### src/rtl/seq_add_sub_pkg.sv
// Shared types and constants for the sliced 64-bit adder/subtractor.
package seq_add_sub_pkg;

  typedef enum logic [1:0] {
    IDLE = 2'd0,
    RUN  = 2'd1,
    DONE = 2'd2
  } state_t;

  localparam logic OP_ADD = 1'b0;
  localparam logic OP_SUB = 1'b1;

endpackage

### src/rtl/chunk_adder.sv
// Combinational CHUNK-bit ripple-carry adder assembled from full adders.
module chunk_adder #(
  parameter int CHUNK = 16
) (
  input  logic [CHUNK-1:0] a,
  input  logic [CHUNK-1:0] b,
  input  logic             cin,
  output logic [CHUNK-1:0] s,
  output logic             cout
);

  logic [CHUNK:0] c;

  assign c[0] = cin;

  for (genvar i = 0; i < CHUNK; i++) begin : g_fa
    assign s[i]   = a[i] ^ b[i] ^ c[i];
    assign c[i+1] = (a[i] & b[i]) | (c[i] & (a[i] ^ b[i]));
  end

  assign cout = c[CHUNK];

endmodule

### src/rtl/seq_add_sub_64.sv
// Multi-cycle add/sub: consumes CHUNK bits per cycle LSB-first, carry held in a flop
// between slices; valid/ready on both sides, one operation in flight at a time.
module seq_add_sub_64
  import seq_add_sub_pkg::*;
#(
  parameter int WIDTH = 64,
  parameter int CHUNK = 16
) (
  input  logic             clk,
  input  logic             rst,
  input  logic             in_valid,
  output logic             in_ready,
  input  logic [WIDTH-1:0] in1,
  input  logic [WIDTH-1:0] in2,
  input  logic             c_in,
  input  logic             sub,
  output logic             out_valid,
  input  logic             out_ready,
  output logic [WIDTH-1:0] sum,
  output logic             c_out,
  output logic             overflow,
  output logic             zero
);

  localparam int NCH = WIDTH / CHUNK;
  localparam int CW  = (NCH > 1) ? $clog2(NCH) : 1;

  state_t           state_q, state_d;
  logic [WIDTH-1:0] a_q, a_d;
  logic [WIDTH-1:0] b_q, b_d;
  logic [WIDTH-1:0] acc_q, acc_d;
  logic             carry_q, carry_d;
  logic             sign_a_q, sign_a_d;
  logic             sign_b_q, sign_b_d;
  logic [CW-1:0]    cnt_q, cnt_d;
  logic [WIDTH-1:0] sum_q, sum_d;
  logic             c_out_q, c_out_d;
  logic             overflow_q, overflow_d;
  logic             zero_q, zero_d;

  logic [CHUNK-1:0] slice_s;
  logic             slice_c;
  logic [WIDTH-1:0] b_eff;
  logic [WIDTH-1:0] acc_shift;
  logic             last_slice;

  chunk_adder #(.CHUNK(CHUNK)) u_chunk_adder (
    .a    (a_q[CHUNK-1:0]),
    .b    (b_q[CHUNK-1:0]),
    .cin  (carry_q),
    .s    (slice_s),
    .cout (slice_c)
  );

  assign b_eff      = (sub == OP_SUB) ? ~in2 : in2;
  assign acc_shift  = (acc_q >> CHUNK) | (WIDTH'(slice_s) << (WIDTH - CHUNK));
  assign last_slice = (cnt_q == CW'(NCH - 1));

  // The working accumulator fills during RUN; the visible sum only updates on the last slice.
  always_comb begin
    state_d    = state_q;
    a_d        = a_q;
    b_d        = b_q;
    acc_d      = acc_q;
    carry_d    = carry_q;
    sign_a_d   = sign_a_q;
    sign_b_d   = sign_b_q;
    cnt_d      = cnt_q;
    sum_d      = sum_q;
    c_out_d    = c_out_q;
    overflow_d = overflow_q;
    zero_d     = zero_q;

    case (state_q)
      IDLE: begin
        if (in_valid) begin
          a_d      = in1;
          b_d      = b_eff;
          carry_d  = (sub == OP_SUB) ? 1'b1 : c_in;
          sign_a_d = in1[WIDTH-1];
          sign_b_d = b_eff[WIDTH-1];
          acc_d    = '0;
          cnt_d    = '0;
          state_d  = RUN;
        end
      end
      RUN: begin
        a_d     = a_q >> CHUNK;
        b_d     = b_q >> CHUNK;
        acc_d   = acc_shift;
        carry_d = slice_c;
        cnt_d   = cnt_q + CW'(1);
        if (last_slice) begin
          cnt_d      = '0;
          sum_d      = acc_shift;
          c_out_d    = slice_c;
          overflow_d = (sign_a_q == sign_b_q) && (slice_s[CHUNK-1] != sign_a_q);
          zero_d     = (acc_shift == '0);
          state_d    = DONE;
        end
      end
      DONE: begin
        if (out_ready) begin
          state_d = IDLE;
        end
      end
      default: begin
        state_d = IDLE;
      end
    endcase
  end

  always_ff @(posedge clk or posedge rst) begin
    if (rst) begin
      state_q    <= IDLE;
      a_q        <= '0;
      b_q        <= '0;
      acc_q      <= '0;
      carry_q    <= 1'b0;
      sign_a_q   <= 1'b0;
      sign_b_q   <= 1'b0;
      cnt_q      <= '0;
      sum_q      <= '0;
      c_out_q    <= 1'b0;
      overflow_q <= 1'b0;
      zero_q     <= 1'b0;
    end else begin
      state_q    <= state_d;
      a_q        <= a_d;
      b_q        <= b_d;
      acc_q      <= acc_d;
      carry_q    <= carry_d;
      sign_a_q   <= sign_a_d;
      sign_b_q   <= sign_b_d;
      cnt_q      <= cnt_d;
      sum_q      <= sum_d;
      c_out_q    <= c_out_d;
      overflow_q <= overflow_d;
      zero_q     <= zero_d;
    end
  end

  assign in_ready  = (state_q == IDLE);
  assign out_valid = (state_q == DONE);
  assign sum       = sum_q;
  assign c_out     = c_out_q;
  assign overflow  = overflow_q;
  assign zero      = zero_q;

endmodule
### config.mk
export PLATFORM = sky130hd
export DESIGN_NAME = seq_add_sub_64
export DESIGN_NICKNAME = d
export VERILOG_FILES = /design/src/rtl/seq_add_sub_pkg.sv /design/src/rtl/chunk_adder.sv /design/src/rtl/seq_add_sub_64.sv
export SDC_FILE = /design/constraint.sdc
export NUM_CORES = 1
export LEC_CHECK = 0
export BUFFER_PORTS_ARGS = -buffer_cell sky130_fd_sc_hd__buf_2
export CAP_MARGIN = 30
export CORE_ASPECT_RATIO = 0.6
export CORE_MARGIN = 1.5
export CORE_UTILIZATION = 42
export CTS_CLUSTER_SIZE = 20
export DETAILED_ROUTE_END_ITERATION = 8
export GPL_TIMING_DRIVEN = 0
export PLACE_DENSITY = 0.65
export RECOVER_POWER = 100
export SLEW_MARGIN = 10
export SYNTH_ARGS = -nofsm -noshare
export SYNTH_HDL_FRONTEND = slang
export SYNTH_SLANG_ARGS = --single-unit
### constraint.sdc
create_clock -name clk -period 8.29 [get_ports clk]
set_input_delay 2.0725 -clock clk [delete_from_list [all_inputs] [get_ports clk]]
set_output_delay 2.0725 -clock clk [all_outputs]
set_load 0.03 [all_outputs]
# Yosys cells after proc, flatten, opt, wreduce, memory -nomap -nowiden

Index checks and enable logic that the tools add are counted.
Widths: inputs -> output; s select.

Word-level logic and storage cells: 128
Input port bits: 134
Register bits: 266
Output and inout port bits: 69

Add/sub/neg operators: 1
Bitwise logic cells: 82
Equal/unequal tests: 8
Reductions and logical operators: 8
Mux-type cells: 17

Operators by type and width:

| cell                | number |
|---|---|
| $pmux 64 s2         | 3 |
| $mux 64             | 4 |
| $logic_not 64->1    | 1 |
| $not 64->64         | 1 |
| $or 48x64->64       | 1 |
| $and 1x1->1         | 32 |
| $xor 1x1->1         | 32 |
| $or 1x1->1          | 16 |
| $mux 2              | 5 |
| $pmux 2 s3          | 1 |
| $reduce_and 2->1    | 3 |
| $eq 2x2->1 const B  | 2 |
| $ne 2x2->1 const B  | 2 |
| $pmux 2 s2          | 1 |
| $reduce_and 3->1    | 1 |
| $add 2x1->2 const B | 1 |
| $eq 2x1->1 const B  | 1 |
| $logic_not 2->1     | 1 |
| $mux 1              | 2 |
| $ne 2x1->1 const B  | 1 |
| $pmux 1 s2          | 1 |
| $reduce_bool 2->1   | 1 |
| $eq 1x1->1          | 1 |
| $logic_and 1x1->1   | 1 |
| $ne 1x1->1          | 1 |

# Longest topological paths before layout

Gate-level depths: netlist of the first run.

Depth after elaboration: 34
Depth in mapped cells: 28
Mapped depth without buffers: 28

# By module

From an unflattened synthesis of the first run, not the netlist that was laid out.

Cells, all modules: 1049
Area total of the unflattened synthesis: 11040.6 um2

By module, submodules not included:

| module         | area each (um2) | sequential area each (um2) | cells an instance | instances |
|---|---|---|---|---|
| seq_add_sub_64 | 10682.7         | 6256.0                     | 1023              | 1 |
| chunk_adder    | 357.8           | 0.0                        | 26                | 1 |

# Worst setup path before layout of the first run

OpenSTA, ideal clock, no wires.

Path kind: flip-flop to flip-flop
Start point: register a_q[0]
End point: register zero_q, in the netlist zero
Required time: 8.169 ns
Cell stages (with the launch flop): 29
Arrival time: 6.292 ns
Library setup time: 0.121 ns
Path slack: 1.877 ns
Path buffers: 0
Period minus slack after synthesis: 6.413 ns
Cell sequence: dfrtp_1 fa_1 inv_1 fa_1 inv_1 fa_1 inv_1 fa_1 inv_1 fa_1 fa_1 inv_1 fa_1 inv_1 fa_1 fa_1 fa_1 fa_1 fa_1 fa_1 inv_1 fa_1 inv_1 fa_1 inv_1 fa_1 nand4_1 nor3_1 a22o_1

Word-level cells in the longest chain between the ends: 34
Elaborated cells between the ends (all ways): 50
Classes of those cells: 49 x bitwise; 1 x reduce/logical

Ends and longest elaborated chain:

| item                     | line                                 | source |
|---|---|---|
| start: declaration       | seq_add_sub_64.sv:29                 | `logic [WIDTH-1:0] a_q, a_d;` |
| start signal: assignment | seq_add_sub_64.sv:116                | `a_q <= '0;` |
| start signal: assignment | seq_add_sub_64.sv:129                | `a_q <= a_d;` |
| $xor 1x1->1              | chunk_adder.sv:17, chunk_adder.sv:18 |  |
| $and 1x1->1              | chunk_adder.sv:18                    | `assign c[i+1] = (a[i] & b[i]) \| (c[i] & (a[i] ^ b[i]));` |
| $or 1x1->1               | chunk_adder.sv:18                    |  |
| $and 1x1->1              | chunk_adder.sv:18                    |  |
| $or 1x1->1               | chunk_adder.sv:18                    |  |
| $and 1x1->1              | chunk_adder.sv:18                    |  |
| $or 1x1->1               | chunk_adder.sv:18                    |  |
| $and 1x1->1              | chunk_adder.sv:18                    |  |
| (+18 left out)           | n/a                                  |  |
| $or 1x1->1               | chunk_adder.sv:18                    |  |
| $and 1x1->1              | chunk_adder.sv:18                    |  |
| $or 1x1->1               | chunk_adder.sv:18                    |  |
| $and 1x1->1              | chunk_adder.sv:18                    |  |
| $or 1x1->1               | chunk_adder.sv:18                    |  |
| $xor 1x1->1              | chunk_adder.sv:17                    | `assign s[i] = a[i] ^ b[i] ^ c[i];` |
| $or 48x64->64 *          | seq_add_sub_64.sv:56                 | `assign acc_shift = (acc_q >> CHUNK) \| (WIDTH'(slice_s) << (WIDTH - CHUNK));` |
| $logic_not 64->1 *       | seq_add_sub_64.sv:98                 | `zero_d = (acc_shift == '0);` |
| end signal: assignment   | seq_add_sub_64.sv:139                | `zero_q <= zero_d;` |
| end: declaration         | seq_add_sub_64.sv:39                 | `logic zero_q, zero_d;` |

Every way passes the cells marked *; elsewhere a longest branch is shown, timed or not.
A chain may end at the register's enable or synchronous reset.

# Worst setup path in the final report of the first run

Same ends and word-level chain as after synthesis.

==> run summary, run 1 <==
CP Max Fanout = 5
post-synth cell types = 34
routed len/inst = 20.1 um
clock sink total = 250
max frequency = 144 MHz
hold crit path type = reg -> reg
worst skew pair latency = 520 ps
Post-CTS Repair Setup Buffers = 0
share of cells above drive strength 1 = 14.4%
Yosys warnings = 0
CTS tree = built
Avg Cell Area, Syn = 10.5 um2
Max-Cap Viols = 6
final setup margin = 1350 ps
Hold Crit Depth = 2
Synth area leader = dfrtp_1
number of global-route vias before repair = 8680
DR iter-0 viols = 751
Util after Layout = 51.3%
DRC = 0
top post-synthesis cells by area = dfrtp_1 56%, nand2_1 7.9%, mux2_1 5.6%
initial antenna violation count = 0
I/O pin total = 203
FF-to-FF path depth = 28
Power Density = 453 nW/um2
RePlAce Congestion = 0.883
design area = 13100 um2
die area = 27400 um2
Yosys reg bits = 250
Synth Net Count = 1209
arrival time worst endpoint = 7350 ps
RSZ-0062 raised after global routing = no
Die Span Y = 129 um
Hold EP = sum[63]$_DFFE_PP0P_
cts bufs inserted = 24
All-Layer GR Usage = 24.8%
first-pass GRT wire length = 51200 um
Post-DP Area = 12700 um2
# diodes = 0
Peak VDD IR = 0.153 mV
cts hold-fix bufs = 0
dpl hpwl = 25800 um
CP endpoint kind = register
cell mode on critical path = fa_1
commonest non-fill, non-tap cell in the layout = dfrtp_1
Pleak = 5.96 nW
clock root buffer = clkbuf_16
number of port buffers = 201
required time worst endpoint = 8700 ps
final-layout fill cell count = 2438
Max clock buf depth = 3
Worst R2R End = zero$_DFFE_PP0P_
Total Routed Length = 33400 um
die width = 213 um
Synth top area share = 56.5%
DRT antenna net count = 0
worst flop-to-flop path startpoint = a_q[0]$_DFFE_PP0P_
critical path type = reg -> reg
largest net degree at the start of global routing = 41
Least-Margin Pin Slew = 2080 ps
Setup TNS = 0 ps
final setup fails = 0
GR Overflow Total = 0
worst hold start = sum[63]$_DFFE_PP0P_
Setup Skew = 9.50 ps
final period utilization = 83.8%
Initial Utilization = 43.2%
Core Region = 25600 um2
Slowest Stage Delay on Critical Path = 500 ps
Area growth, synth to finish = 18.6%
status = finished with violations
most frequent cells in the layout = 250 x dfrtp_1, 232 x nand2_1, 150 x buf_2, 140 x clkbuf_1, 100 x nor2_1
Slew headroom = -38.9%
clock slew at reported path FFs = 70 ps
Max Slew Vio Count = 221
r2r setup slk = 1350 ps
CTS resizes = 0
post-synthesis sequential area ratio = 56.5%
dpl ws = 1410 ps
Initial DRT Pass Iterations = 5
failing checks = max-capacitance violations, max-slew violations
final hold violations = 0
synthesized area = 11100 um2
standard-cell rows = 45
CP startpoint = a_q[0]$_DFFE_PP0P_
min Tclk post-route = 6940 ps
Cells after Synth = 1058
Hold WS = 481 ps
Vias = 8961
crit start category = register
final net count = 1443
CP max-delay cell = fa_1
average vias per placed instance = 5.40
htree depth = 1
## per-stage QoR
stage / total power [mW] / std cells
floorplan: 3.95 / 1058
CTS: 6.02 / 1660
detailed placement: 4.95 / 1618
global route: 6.35 / 1660
finish: 5.96 / 1660
global placement: 4.88 / 1611
## per-layer routing
layer  share of wire (%)  vias to the layer above  track usage [%]  wire length, um
li1                    -                     4092                -                -
met1                  50                     4466             40.3            16500
met2                  40                      358             34.1            13400
met3                 8.3                       45             4.39             2770
met4                 1.9                        0             4.84              632
met5                   0                        -                0                0
## cell families after synthesis
kind of cell    synth area share (%)
fa+ha+maj                       3.00
compound gates                  11.5
simple gates                    13.7
buf+inv                         4.12
xor+xnor                        5.06
flops                           56.5
mux                             6.13
## registers in the layout (all words and copies together), names as in the netlist
register	cells
a_q	64
b_q	64
sum	64
acc_q	48
cnt_q	2
state_q	2
c_out	1
carry_q	1
overflow	1
sign_a_q	1
sign_b_q	1
zero	1
## worst max-delay path, delay by kind of cell, from the launching register on
kind / cells / cell delay, ps
flip-flops: 1 / 410
buffers and inverters: 9 / 660
adder cells (fa/ha/maj): 16 / 5360
AO/OA/AOI/OAI: 1 / 180
AND/OR/NAND/NOR: 2 / 250
## worst max path at each step
| stage | endpoint | slack [ps] | cells past startpoint |
|---|---|---|---|
| after floorplan | zero$_DFFE_PP0P_ | 1880 | 28 |
| after global placement | sum[36]$_DFFE_PP0P_ | 1420 | 2 |
| after detailed placement | zero$_DFFE_PP0P_ | 1410 | 28 |
| after CTS | zero$_DFFE_PP0P_ | 1370 | 28 |
| after global routing | sum[30]$_DFFE_PP0P_ | 860 | 5 |
| final | zero$_DFFE_PP0P_ | 1350 | 28 |
## synth_stat cells (all sizes together)
| cell type | number |
|---|---|
| a211oi | 2 |
| a221o | 48 |
| a22o | 2 |
| a22oi | 1 |
| a31oi | 47 |
| and3 | 1 |
| buf | 46 |
| clkbuf | 33 |
| dfrtp | 250 |
| fa | 16 |
| ha | 1 |
| inv | 21 |
| mux2 | 59 |
| nand2 | 232 |
| nand2b | 2 |
| nand3 | 18 |
| nand4 | 5 |
| nor2 | 100 |
| nor2b | 1 |
| nor3 | 3 |
| nor3b | 1 |
| nor4 | 14 |
| o211ai | 1 |
| o21ai | 88 |
| o31ai | 1 |
| or4b | 1 |
| xnor2 | 63 |
| xor2 | 1 |
## where the power goes
group / internal (mW) / switching, mW
clock network: 0.597 / 0.465
registers: 1.80 / 0.494
logic: 0.886 / 1.71
total: 3.29 / 2.67
## layout make-up
cell class	count	area, um2	share of cell area (%)
well taps	352	440	3.35
plain buffers	79	320	2.44
flip-flops and latches	250	6260	47.6
multi-input cells	708	4340	33.1
inverters	21	80.1	0.610
clock inverters	5	27.5	0.210
repair buffers	208	945	7.19
clock buffers	37	721	5.49
No activity file was read; power rests on OpenSTA's default activity.
==> run 2: changes to the inputs <==
==> constraint.sdc (replaced) <==
create_clock -name clk -period 5.6 [get_ports clk]
set_input_delay 1.4 -clock clk [delete_from_list [all_inputs] [get_ports clk]]
set_output_delay 1.4 -clock clk [all_outputs]
set_load 0.03 [all_outputs]
==> run 2 against run 1 <==
Against the previous run: the run ends with max-capacitance violations, max-slew violations, negative setup slack left; utilization increased by 0.87 points; maximum frequency rose by 8.2%; flip-flop and latch count unchanged; via count decreased by 0.97%; sequential share of layout area is 0.80 points lower; sequential power up 48%; power rose by 53%; non-clock buffer count increased by 3; combinational power grew 57%; clock power rose by 55%; highest routed layer unchanged.
==> run summary, run 2 (synthesized netlist as in run 1, its figures left out) <==
status = finished with violations
failing checks = max-capacitance violations, max-slew violations, negative setup slack
initial antenna violation count = 0
Peak VDD IR = 0.298 mV
post-layout power = 9.13 mW
GR Overflow Total = 0
r2r setup slk = -820 ps
final net count = 1446
die width = 213 um
CP max-delay cell = fa_2
Hold EP = c_out$_DFFE_PP0P_
I/O pin total = 203
Max-Cap Viols = 2
final hold violations = 0
DR iter-0 viols = 732
Post-DP Area = 12700 um2
Setup Skew = 14.7 ps
Slowest Stage Delay on Critical Path = 490 ps
Power Density = 684 nW/um2
critical path type = reg -> reg
CTS tree = built
Vias = 8874
standard-cell rows = 45
required time worst endpoint = 6020 ps
Final Non-Filler Cells = 1658
final setup margin = -818 ps
clock slew at reported path FFs = 60 ps
crit start category = register
Die Span Y = 129 um
CP startpoint = a_q[0]$_DFFE_PP0P_
average vias per placed instance = 5.35
DRC = 0
# diodes = 0
cell mode on critical path = fa_2
Setup TNS = -4210 ps
number of global-route vias before repair = 8788
cts bufs inserted = 24
max frequency = 156 MHz
worst flop-to-flop path startpoint = a_q[0]$_DFFE_PP0P_
largest net degree at the start of global routing = 38
final-layout fill cell count = 2378
commonest non-fill, non-tap cell in the layout = dfrtp_1
Worst R2R End = zero$_DFFE_PP0P_
dpl ws = -943 ps
min Tclk post-route = 6420 ps
RePlAce Congestion = 0.879
Pleak = 6.04 nW
share of cells above drive strength 1 = 18.1%
routed len/inst = 20.0 um
Util after Layout = 52.1%
Initial Utilization = 43.2%
htree depth = 1
Max clock buf depth = 3
number of port buffers = 201
Total Routed Length = 33200 um
Hold Crit Depth = 2
worst skew pair latency = 530 ps
die area = 27400 um2
CP Max Fanout = 5
final setup fails = 8
design area = 13400 um2
Max Slew Vio Count = 74
All-Layer GR Usage = 25.0%
placed cells = 1618
worst hold start = c_out$_DFFE_PP0P_
Core Region = 25600 um2
final period utilization = 115%
DRT antenna net count = 0
arrival time worst endpoint = 6840 ps
dpl hpwl = 25600 um
most frequent cells in the layout = 250 x dfrtp_1, 232 x nand2_1, 151 x buf_2, 127 x clkbuf_1, 99 x nor2_1
Slew headroom = -30.3%
clock root buffer = clkbuf_16
Least-Margin Pin Slew = 1960 ps
FF-to-FF path depth = 28
hold crit path type = reg -> reg
clock sink total = 250
RSZ-0062 raised after global routing = yes
Hold WS = 489 ps
CP endpoint kind = register
Area growth, synth to finish = 20.6%
first-pass GRT wire length = 51800 um
Initial DRT Pass Iterations = 5
==> run 2: worst max-delay path by stage <==
stage	depth (start not counted)	slack [ps]	to
after CTS	28	-820	zero$_DFFE_PP0P_
after detailed placement	27	-940	zero$_DFFE_PP0P_
after floorplan	28	-500	overflow$_DFFE_PP0P_
after global placement	27	-890	zero$_DFFE_PP0P_
after global routing	28	-950	zero$_DFFE_PP0P_
final	28	-820	zero$_DFFE_PP0P_
==> run 2: where the power goes <==
part | leakage, nW | total (mW) | internal [mW] | switching, mW
combinational | 2.52 | 4.08 | 1.49 | 2.59
sequential | 3.14 | 3.41 | 2.67 | 0.741
clock | 0.385 | 1.64 | 0.956 | 0.688
total | 6.04 | 9.13 | 5.12 | 4.02
==> run 2: layout make-up <==
class	count	area, um2	area share (%)
Tap cell	352	440	3.30
Clock inverter	8	126	0.946
Inverter	21	80.1	0.599
Buffer	79	332	2.48
Timing Repair Buffer	211	1040	7.79
Multi-Input combinational cell	708	4430	33.2
Clock buffer	29	649	4.86
Sequential cell	250	6260	46.8
==> run 2: what timing repair did <==
item                       CTS  global route
gates resized for setup     19             7
pin swaps                    8             3
hold buffers                 0             0
setup buffers                0             3
setup endpoints to repair    9            10
==> run 2: worst max-delay path, delay by kind of cell, from the launching register on <==
kind | cells | cell delay [ps]
AOI/OAI and AO/OA | 1 | 170
adders and majority gates | 16 | 5080
buffers and inverters | 9 | 500
DFF | 1 | 410
and+or+nand+nor | 2 | 190
==> run 2: metal layers <==
metal	GRT usage, %	up-vias	share of wire [%]
li1	-	4070	-
met3	6.83	35	8.8
met1	39.3	4446	49
met4	4.34	0	1.4
met5	0	-	0
met2	34.4	323	40
==> run 3: changes to the inputs <==
--- a/config.mk
+++ b/config.mk
@@ -15,6 +15,7 @@
 export GPL_TIMING_DRIVEN = 0
 export PLACE_DENSITY = 0.65
 export RECOVER_POWER = 100
+export SETUP_SLACK_MARGIN = 0.05
 export SLEW_MARGIN = 10
 export SYNTH_ARGS = -nofsm -noshare
 export SYNTH_HDL_FRONTEND = slang
==> run 3 against run 2 <==
Against the previous run: maximum frequency increased by 0.21%; first-iteration DRC count decreased by 4.1%; wire length increased by 0.92%; die area unchanged; worst setup slack improved by 13 ps; the run still ends with max-capacitance violations, max-slew violations, negative setup slack left; flip-flop and latch count unchanged; worst hold slack got worse by 1.2 ps; non-clock buffer count increased by 3; sequential share of layout area increased by 0.11 points; clock-buffer cell count increased by 8.
==> run summary, run 3 (synthesized netlist as in run 1, its figures left out) <==
status = finished with violations
failing checks = max-capacitance violations, max-slew violations, negative setup slack
RePlAce Congestion = 0.875
clock slew at reported path FFs = 70 ps
hold crit path type = reg -> reg
final period utilization = 114%
final setup fails = 8
most frequent cells in the layout = 250 x dfrtp_1, 231 x nand2_1, 151 x buf_2, 137 x clkbuf_1, 100 x nor2_1
largest net degree at the start of global routing = 40
clock root buffer = clkbuf_16
final hold violations = 0
final setup margin = -804 ps
All-Layer GR Usage = 25.1%
Setup Skew = 14.2 ps
placed cells = 1618
required time worst endpoint = 6010 ps
cts hold-fix bufs = 0
GR Overflow Total = 0
RSZ-0062 raised after global routing = yes
Max clock buf depth = 3
DRT antenna net count = 0
number of global-route vias before repair = 8678
dpl hpwl = 25800 um
Slew headroom = -36.3%
arrival time worst endpoint = 6820 ps
Core Region = 25600 um2
routed len/inst = 20.1 um
Max Slew Vio Count = 171
min Tclk post-route = 6400 ps
cell mode on critical path = fa_2
max frequency = 156 MHz
Peak VDD IR = 0.321 mV
Slowest Stage Delay on Critical Path = 480 ps
clock sink total = 250
Initial DRT Pass Iterations = 5
DRC = 0
# diodes = 0
Least-Margin Pin Slew = 2050 ps
worst skew pair latency = 520 ps
final net count = 1449
Power Density = 695 nW/um2
Vias = 8952
critical path type = reg -> reg
CP max-delay cell = fa_2
Total Routed Length = 33500 um
first-pass GRT wire length = 51700 um
commonest non-fill, non-tap cell in the layout = dfrtp_1
Area growth, synth to finish = 20.3%
CP endpoint kind = register
die width = 213 um
Initial Utilization = 43.2%
CTS tree = built
initial antenna violation count = 0
share of cells above drive strength 1 = 17.4%
Pleak = 6.01 nW
Setup TNS = -4580 ps
die area = 27400 um2
standard-cell rows = 45
I/O pin total = 203
crit start category = register
average vias per placed instance = 5.38
DR iter-0 viols = 702
Final Non-Filler Cells = 1665
CP Max Fanout = 5
cts bufs inserted = 24
Hold WS = 488 ps
number of port buffers = 201
Die Span Y = 129 um
Max-Cap Viols = 5
htree depth = 1
-- run 3: cell count changes in the layout (fill, tap and decap cells not counted), moves of 2 or more --
cell,delta
clkbuf_1,+10
buf_12,-4
clkinv_2,-3
mux2_1,+3
mux2_4,-3
clkbuf_8,+2
-- run 3: layer usage --
| metal | GRT usage (%) | vias to the layer above | part of all wire (%) |
|---|---|---|---|
| met2 | 34.6 | 350 | 40 |
| met4 | 3.21 | 0 | 1.0 |
| li1 | - | 4080 | - |
| met5 | 0 | - | 0 |
| met3 | 6.79 | 33 | 9.4 |
| met1 | 39.9 | 4489 | 49 |
-- run 3: worst max-delay path: cells and delay by family (launching register included) --
kind            cells  cell delay, ps
compound gates      1             170
fa+ha+maj          16            5040
simple gates        2             200
buf+inv             9             480
flops               1             410
-- run 3: metrics by stage --
| stage | util [%] | instance area, um2 | power [mW] | setup WS, ps |
|---|---|---|---|---|
| finish | 52.0 | 13300 | 9.26 | -804 |
| global route | 52.0 | 13300 | 9.86 | -1030 |
| CTS | 52.9 | 13600 | 9.25 | -777 |
| detailed placement | 49.5 | 12700 | 7.41 | -941 |
| global placement | 49.0 | 12600 | 7.29 | -900 |
| floorplan | - | 11100 | 5.88 | -502 |
-- run 3: area by class of cell --
class / count / area (um2)
sequential: 250 / 6260
clock buffer: 37 / 721
tap: 352 / 440
buffer: 79 / 324
inverter: 21 / 80.1
clock inverter: 4 / 73.8
multi-input combinational: 708 / 4430
fill: 2370 / 12300
timing repair buffer: 214 / 1000
-- run 3: repair_timing --
item / 4_1_cts / 5_1_grt
gates cloned: 0 / 0
endpoints found under the setup margin: 10 / 10
hold endpoints to repair: 0 / 0
pin swaps: 4 / 5
setup buffers: 4 / 2
gates resized for setup: 11 / 17
-- run 3: worst paths after layout --
check / startpoint / to / slack, ps / depth (start not counted)
max: a_q[0]$_DFFE_PP0P_ / zero$_DFFE_PP0P_ / -800 / 28
min: sum[58]$_DFFE_PP0P_ / sum[58]$_DFFE_PP0P_ / 490 / 1
max reg2reg: a_q[0]$_DFFE_PP0P_ / zero$_DFFE_PP0P_ / -800 / 28
min reg2reg: sum[58]$_DFFE_PP0P_ / sum[58]$_DFFE_PP0P_ / 490 / 1
max in group asynchronous: rst / sum[58]$_DFFE_PP0P_ / 720 / 5
min in group asynchronous: rst / a_q[48]$_DFFE_PP0P_ / 940 / 2
-- run 3: power by group --
| group | switching, mW | internal, mW |
|---|---|---|
| Combinational | 2.64 | 1.54 |
| Clock | 0.698 | 0.974 |
| Sequential | 0.743 | 2.67 |
